$ cat config.mk
export PLATFORM = sky130hd
export DESIGN_NAME = vga_render
export DESIGN_NICKNAME = d
export VERILOG_FILES = /design/src/rtl/vga_render.sv
export SDC_FILE = /design/constraint.sdc
export NUM_CORES = 1
export LEC_CHECK = 0
export ABC_AREA = 1
export BUFFER_PORTS_ARGS = -buffer_cell sky130_fd_sc_hd__buf_2
export CORE_MARGIN = 2
export CORE_UTILIZATION = 48
export CTS_CLUSTER_DIAMETER = 80
export DETAILED_ROUTE_END_ITERATION = 8
export GPL_TIMING_DRIVEN = 0
export PLACE_DENSITY_LB_ADDON = 0.12
export SLEW_MARGIN = 25
export SYNTH_ARGS = -nofsm -noshare
export SYNTH_HDL_FRONTEND = slang
export SYNTH_SLANG_ARGS = --single-unit
export TNS_END_PERCENT = 5
$ cat constraint.sdc
create_clock -name clk -period 2.49 [get_ports clk]
set_clock_uncertainty 0.05 [all_clocks]
set_input_delay 0.747 -clock clk [delete_from_list [all_inputs] [get_ports clk]]
set_output_delay 0.747 -clock clk [all_outputs]
set_load 0.005 [all_outputs]
$ cat src/rtl/vga_render.sv
// Text-mode pixel pipeline: screen RAM -> font ROM -> shift register, with syncs delayed 5 clocks.
// Optional blinking cursor is enabled by defining VGA_CURSOR_EN.
module vga_render #(
    parameter int unsigned COLUMNS = 80,
    parameter int unsigned PIXELS  = 10
) (
    input  logic              clk,
    input  logic              reset,
    input  logic              de,
    input  logic              hsync,
    input  logic              vsync,
    input  logic              glyph,
    input  logic [6:0]        h_glyph,
    input  logic [4:0]        v_glyph,
    input  logic [4:0]        v_pixel,
    output logic [10:0]       screen_addr,
    input  logic [7:0]        screen_data,
    output logic [11:0]       font_addr,
    input  logic [PIXELS-1:0] font_data,
    input  logic [4:0]        cursor_row,
    input  logic [6:0]        cursor_col,
    input  logic              cursor_enable,
    output logic              de_out,
    output logic              hsync_out,
    output logic              vsync_out,
    output logic              pixel
);
    localparam int unsigned SAW = 11;

    logic [4:0]        v_pixel_d1, v_pixel_d2;
    logic              glyph_d1, glyph_d2, glyph_d3, glyph_d4;
    logic              de_d1, de_d2, de_d3, de_d4;
    logic              hs_d1, hs_d2, hs_d3, hs_d4;
    logic              vs_d1, vs_d2, vs_d3, vs_d4;
    logic              inverse_d3, inverse_d4;
    logic [PIXELS-1:0] shift;
    logic              inv;
    logic              cursor_on;

    // Five-stage pipeline; sidebands travel in lockstep with the RAM/ROM reads.
    always_ff @(posedge clk) begin
        if (reset) begin
            screen_addr <= '0;
            font_addr   <= '0;
            v_pixel_d1  <= '0;
            v_pixel_d2  <= '0;
            glyph_d1    <= 1'b0;
            glyph_d2    <= 1'b0;
            glyph_d3    <= 1'b0;
            glyph_d4    <= 1'b0;
            de_d1       <= 1'b0;
            de_d2       <= 1'b0;
            de_d3       <= 1'b0;
            de_d4       <= 1'b0;
            hs_d1       <= 1'b0;
            hs_d2       <= 1'b0;
            hs_d3       <= 1'b0;
            hs_d4       <= 1'b0;
            vs_d1       <= 1'b0;
            vs_d2       <= 1'b0;
            vs_d3       <= 1'b0;
            vs_d4       <= 1'b0;
            inverse_d3  <= 1'b0;
            inverse_d4  <= 1'b0;
            shift       <= '0;
            inv         <= 1'b0;
            de_out      <= 1'b0;
            hsync_out   <= 1'b0;
            vsync_out   <= 1'b0;
        end else begin
            screen_addr <= SAW'(v_glyph) * SAW'(COLUMNS) + SAW'(h_glyph);
            v_pixel_d1  <= v_pixel;
            glyph_d1    <= glyph;
            de_d1       <= de;
            hs_d1       <= hsync;
            vs_d1       <= vsync;

            v_pixel_d2  <= v_pixel_d1;
            glyph_d2    <= glyph_d1;
            de_d2       <= de_d1;
            hs_d2       <= hs_d1;
            vs_d2       <= vs_d1;

            font_addr   <= {screen_data[6:0], v_pixel_d2};
            inverse_d3  <= screen_data[7];
            glyph_d3    <= glyph_d2;
            de_d3       <= de_d2;
            hs_d3       <= hs_d2;
            vs_d3       <= vs_d2;

            inverse_d4  <= inverse_d3;
            glyph_d4    <= glyph_d3;
            de_d4       <= de_d3;
            hs_d4       <= hs_d3;
            vs_d4       <= vs_d3;

            if (glyph_d4) begin
                shift <= font_data;
                inv   <= inverse_d4 ^ cursor_on;
            end else begin
                shift <= {shift[PIXELS-2:0], 1'b0};
            end
            de_out    <= de_d4;
            hsync_out <= hs_d4;
            vsync_out <= vs_d4;
        end
    end

`ifdef VGA_CURSOR_EN
    logic [4:0] frame_count;
    logic       match_d1, match_d2, match_d3, match_d4;

    // Frame counter drives a 16-on/16-off blink; match travels with the glyph.
    always_ff @(posedge clk) begin
        if (reset) begin
            frame_count <= '0;
            match_d1    <= 1'b0;
            match_d2    <= 1'b0;
            match_d3    <= 1'b0;
            match_d4    <= 1'b0;
        end else begin
            if (vsync && !vs_d1) begin
                frame_count <= frame_count + 5'd1;
            end
            match_d1 <= (v_glyph == cursor_row) && (h_glyph == cursor_col);
            match_d2 <= match_d1;
            match_d3 <= match_d2;
            match_d4 <= match_d3;
        end
    end

    assign cursor_on = cursor_enable & match_d4 & ~frame_count[4];
`else
    logic cursor_unused;

    assign cursor_unused = ^{cursor_row, cursor_col, cursor_enable};
    assign cursor_on     = 1'b0;
`endif

    assign pixel = de_out & (shift[PIXELS-1] ^ inv);

endmodule

# [Word-level counts from Yosys, hierarchy flattened]
# Cells that the tools add are included.
[word_totals] ff_bits=65 latch_bits=0 mem_count=0 word_cells=35 mem_bits_ro=0 ramBits=0
[op_classes] muxes=1 n_div=0 add_sub_neg=1 bitwise_logic=3 shift=0 n_eq_ne=0 n_lt_le_gt_ge=0 multipliers=1 reduce_logical=1
[op_table] operator="adder 11 x 7 -> 11 bit" count=1
[op_table] operator="2-to-1 mux 10 bit" count=1
[op_table] operator="multiplier 5 x 3 -> 7 bit (second input constant)" count=1
[op_table] operator="OR reduction 2 bit" count=1
[op_table] operator="AND 1 bit" count=1
[op_table] operator="NOT 1 bit" count=1
[op_table] operator="bitwise XOR 1 bit" count=1

# [Longest topological paths before layout]
[depth] ltp_word=2 depth_mapped=10

# [Least setup slack after synthesis]
# Ideal clock, no wire load.
[synth_path] kind="input-to-reg" from="input port v_glyph[1]" to="register screen_addr[10]" arrival_ns=2.014 stages=6 path_slack_ns=0.311 required_ns=2.325 path_cell_list="ha_1 ha_1 fa_1 nand3_2 a21oi_1 nor2_1"
[synth_between] elab_chain_len=2
[synth_lines] item="start, declared" line="14" source="input logic [4:0] v_glyph,"
[synth_lines] item="multiplier 5 x 3 -> 7 bit" line="71" source="screen_addr <= SAW'(v_glyph) * SAW'(COLUMNS) + SAW'(h_glyph);"
[synth_lines] item="adder 11 x 7 -> 11 bit" line="71"
[synth_lines] item="end signal, assigned" line="71"
[synth_lines] item="end, declared" line="16" source="output logic [10:0] screen_addr,"
# Every way passes these cells.
# A chain may end at the register's enable or synchronous reset.

# [Final worst setup path]
# Ends and elaborated chain as after synthesis.

==> results by group <==
Synthesis
  • Sequential-to-total area share from yosys stat: 59.6%
  • Register bit total from synthesis: 65
  • Post-Syn Nets: 320
  • Synth unique cells: 16
  • Synthesized area: 0.00218 mm^2
  • Post-Syn Instances: 255
  • Yosys warning count: 0
  • Post-Syn Area per Cell: 8.56 um^2

STA
  • Final setup vio count: 0
  • Final Slew Violations: 0
  • Worst Tran Pin Value: 0.237 ns
  • Final Critical Period: 2.06 ns
  • WHS: 0.350 ns
  • RSZ-0062 raised after global routing: no
  • Final worst-path cycle share: 82.9%
  • Relative slew slack: 84.1%
  • Setup TNS: 0 ns
  • FMAX: 484 MHz
  • Hold Vio Cnt, Final: 0

CTS
  • CTS tree: yes
  • Clock Tree Buf Depth: 2
  • Postcts setup bufs: 0
  • Post-CTS sizing: 0
  • Clk Latency, worst-skew pair: 0.33 ns
  • CTS H-Tree Depth: 3
  • Number of CTS-inserted buffers: 9
  • Cts hold-fix bufs: 0
  • CTS sink cnt: 65
  • Clock transition at path regs: 0.06 ns
  • Root Driver: clkbuf_8

Setup path
  • Critical Path RT: 2.66 ns
  • Setup crit start kind: input port
  • CP max FO: 4
  • Crit end category: flip-flop
  • FF-to-FF path depth: 3
  • Arrival time of the worst setup path: 2.23 ns
  • WS Path Type: input port to flip-flop
  • Worst reg2reg startpoint: glyph_d4$_SDFF_PP0_
  • RR Endpoint: shift[2]$_SDFF_PP0_
  • R2R Setup Slk: 1.53 ns

Placement
  • Placed cell area: 0.00258 mm^2
  • Input/output buffers: 66
  • DP Wirelength: 2.55 mm
  • Routability cong.: 0.755
  • Cell count after placement: 373

Finish
  • Antenna Cells: 0
  • Finished Cell Area: 0.00281 mm^2
  • Finished Layout Cells: 388
  • Area Growth Syn to Fin: 28.6%
  • # nets final: 397
  • Post-layout util: 64.5%
  • Share of layout cells above drive strength 1: 27.1%

Power and ir drop
  • Largest vdd supply drop: 425 uV
  • Leak pwr: 0.00150 uW
  • Combinational Power Share: 7.9%
  • Power per cell area: 810 mW/mm^2
  • Clock share of power: 43.8%
  • Switch Pwr: 461 uW
  • Net Sw Frac: 20.3%
  • Cell internal pwr: 1810 uW
  • Seq pwr share: 48.3%

Min path
  • Hold_sp: v_pixel_d2[2]$_SDFF_PP0_
  • Hold Path End: font_addr[2]$_SDFF_PP0_
  • Hold depth: 2
  • Worst Hold Class: flip-flop to flip-flop

Die
  • Die Wd: 71.4 um
  • Die area: 0.00510 mm^2
  • Initial Util: 50.1%
  • Height of the die: 71.4 um
  • I/O pins: 81
  • Num rows: 24
  • CORE AREA: 0.00435 mm^2

Drt
  • Via/cell ratio: 4.22
  • Via count: 1637
  • Remaining antenna violation count: 0
  • DRC viols: 0
  • Drt first pass iters: 6
  • Drt wl/cell: 8.90 um
  • Drt initial violations: 30
  • Final WL: 3.45 mm

Flow run
  • MaxCap Viol Count: 0

Global routing
  • Largest net degree at the start of global routing: 11
  • Gr ovfl total: 0
  • Initial antenna violation count: 0
  • Vias in the first global route: 1438
  • GRT Total Usage: 15.3%
  • First-pass GRT wire length: 5.82 mm

Outcome
  • Status: finished clean
[state kept, by name (all words and copies together), names as in the netlist, 5 cells and up]
register	flops
font_addr	12
screen_addr	11
shift	10
v_pixel_d1	5
v_pixel_d2	5
[cells by family after synthesis]
logic type,Yosys count,share of synthesized area (%)
compound gates,18,4.13
fa+ha+maj,11,6.99
buf+inv,64,11.7
flops,65,59.6
simple gates,97,17.5
[worst max-delay path: stages]
cell and delay [ns]:
buf_2 0.13, ha_1 0.29, ha_1 0.22, fa_1 0.57, nand3_2 0.11, a21oi_1 0.12, nor2_1 0.05
[Yosys cell counts (all sizes together)]
cell type / number / share of area [%]
nor2: 75 / 13
dfxtp: 65 / 60
inv: 55 / 9.5
nand2: 14 / 2.5
o21ai: 13 / 3.0
ha: 9 / 5.2
buf: 8 / 2.1
nand3: 7 / 1.8
a21oi: 5 / 1.1
fa: 2 / 1.8
clkinv: 1 / 0.17
nand4: 1 / 0.29
[stage by stage]
step                setup WS [ns]  total power (uW)
global route                0.285              2390
global placement           0.0977              1300
CTS                         0.441              2320
finish                      0.426              2270
detailed placement         0.0782              1310
floorplan                   0.311              1230
[how the worst max path moves through the flow]
stage / from / to / slack [ns] / depth (start not counted)
global placement: v_glyph[1] / screen_addr[10]$_SDFF_PP0_ / 0.1 / 7
floorplan: v_glyph[1] / screen_addr[10]$_SDFF_PP0_ / 0.31 / 6
global route: v_glyph[1] / screen_addr[10]$_SDFF_PP0_ / 0.28 / 10
CTS: v_glyph[1] / screen_addr[10]$_SDFF_PP0_ / 0.44 / 7
detailed placement: v_glyph[1] / screen_addr[10]$_SDFF_PP0_ / 0.08 / 10
finish: v_glyph[1] / screen_addr[10]$_SDFF_PP0_ / 0.43 / 7
[final cells by class]
| type | instances | area (um^2) |
|---|---|---|
| Sequential cell | 65 | 1300 |
| Multi-Input combinational cell | 126 | 626 |
| Buffer | 8 | 46.3 |
| Timing Repair Buffer | 66 | 330 |
| Inverter | 56 | 210 |
| Fill cell | 390 | 1550 |
| Clock inverter | 2 | 60.1 |
| Clock buffer | 13 | 169 |
| Tap cell | 52 | 65.1 |
[placed cells by master (no fill, tap or decap)]
cell type / netlist / routed
buf_2: 7 / 73
nand2_1: 13 / 13
nand4_1: 1 / 1
clkbuf_8: 0 / 12
dfxtp_1: 65 / 65
buf_6: 1 / 1
nand3_2: 1 / 1
inv_2: 1 / 1
nand2_2: 1 / 1
nor2_1: 75 / 75
clkinv_1: 1 / 1
a21oi_1: 5 / 5
inv_1: 54 / 54
o21ai_0: 13 / 13
nand3_1: 6 / 6
clkbuf_1: 0 / 1
fa_1: 2 / 2
ha_1: 9 / 9
bufinv_16: 0 / 2
[routing by layer]
layer / routed length (um) / up-vias / GRT usage (%) / part of all wire (%)
met5: 0 / - / 0 / 0
met4: 91 / 0 / 10.7 / 2.6
met3: 290 / 9 / 6.47 / 8.4
met2: 1550 / 54 / 23.9 / 45
met1: 1530 / 678 / 16.9 / 44
li1: - / 896 / - / -
[power by group through the flow]
| stage | registers [uW] | logic (uW) | clock network (uW) |
|---|---|---|---|
| 2_1_floorplan | 1120 | 103 | 0 |
| 3_3_place_gp | 1120 | 180 | 0 |
| 3_5_place_dp | 1120 | 184 | 0 |
| 4_1_cts | 1100 | 185 | 1030 |
| 5_1_grt | 1100 | 214 | 1070 |
| 6_report | 1100 | 181 | 996 |
No activity file was read; power rests on OpenSTA's default activity.
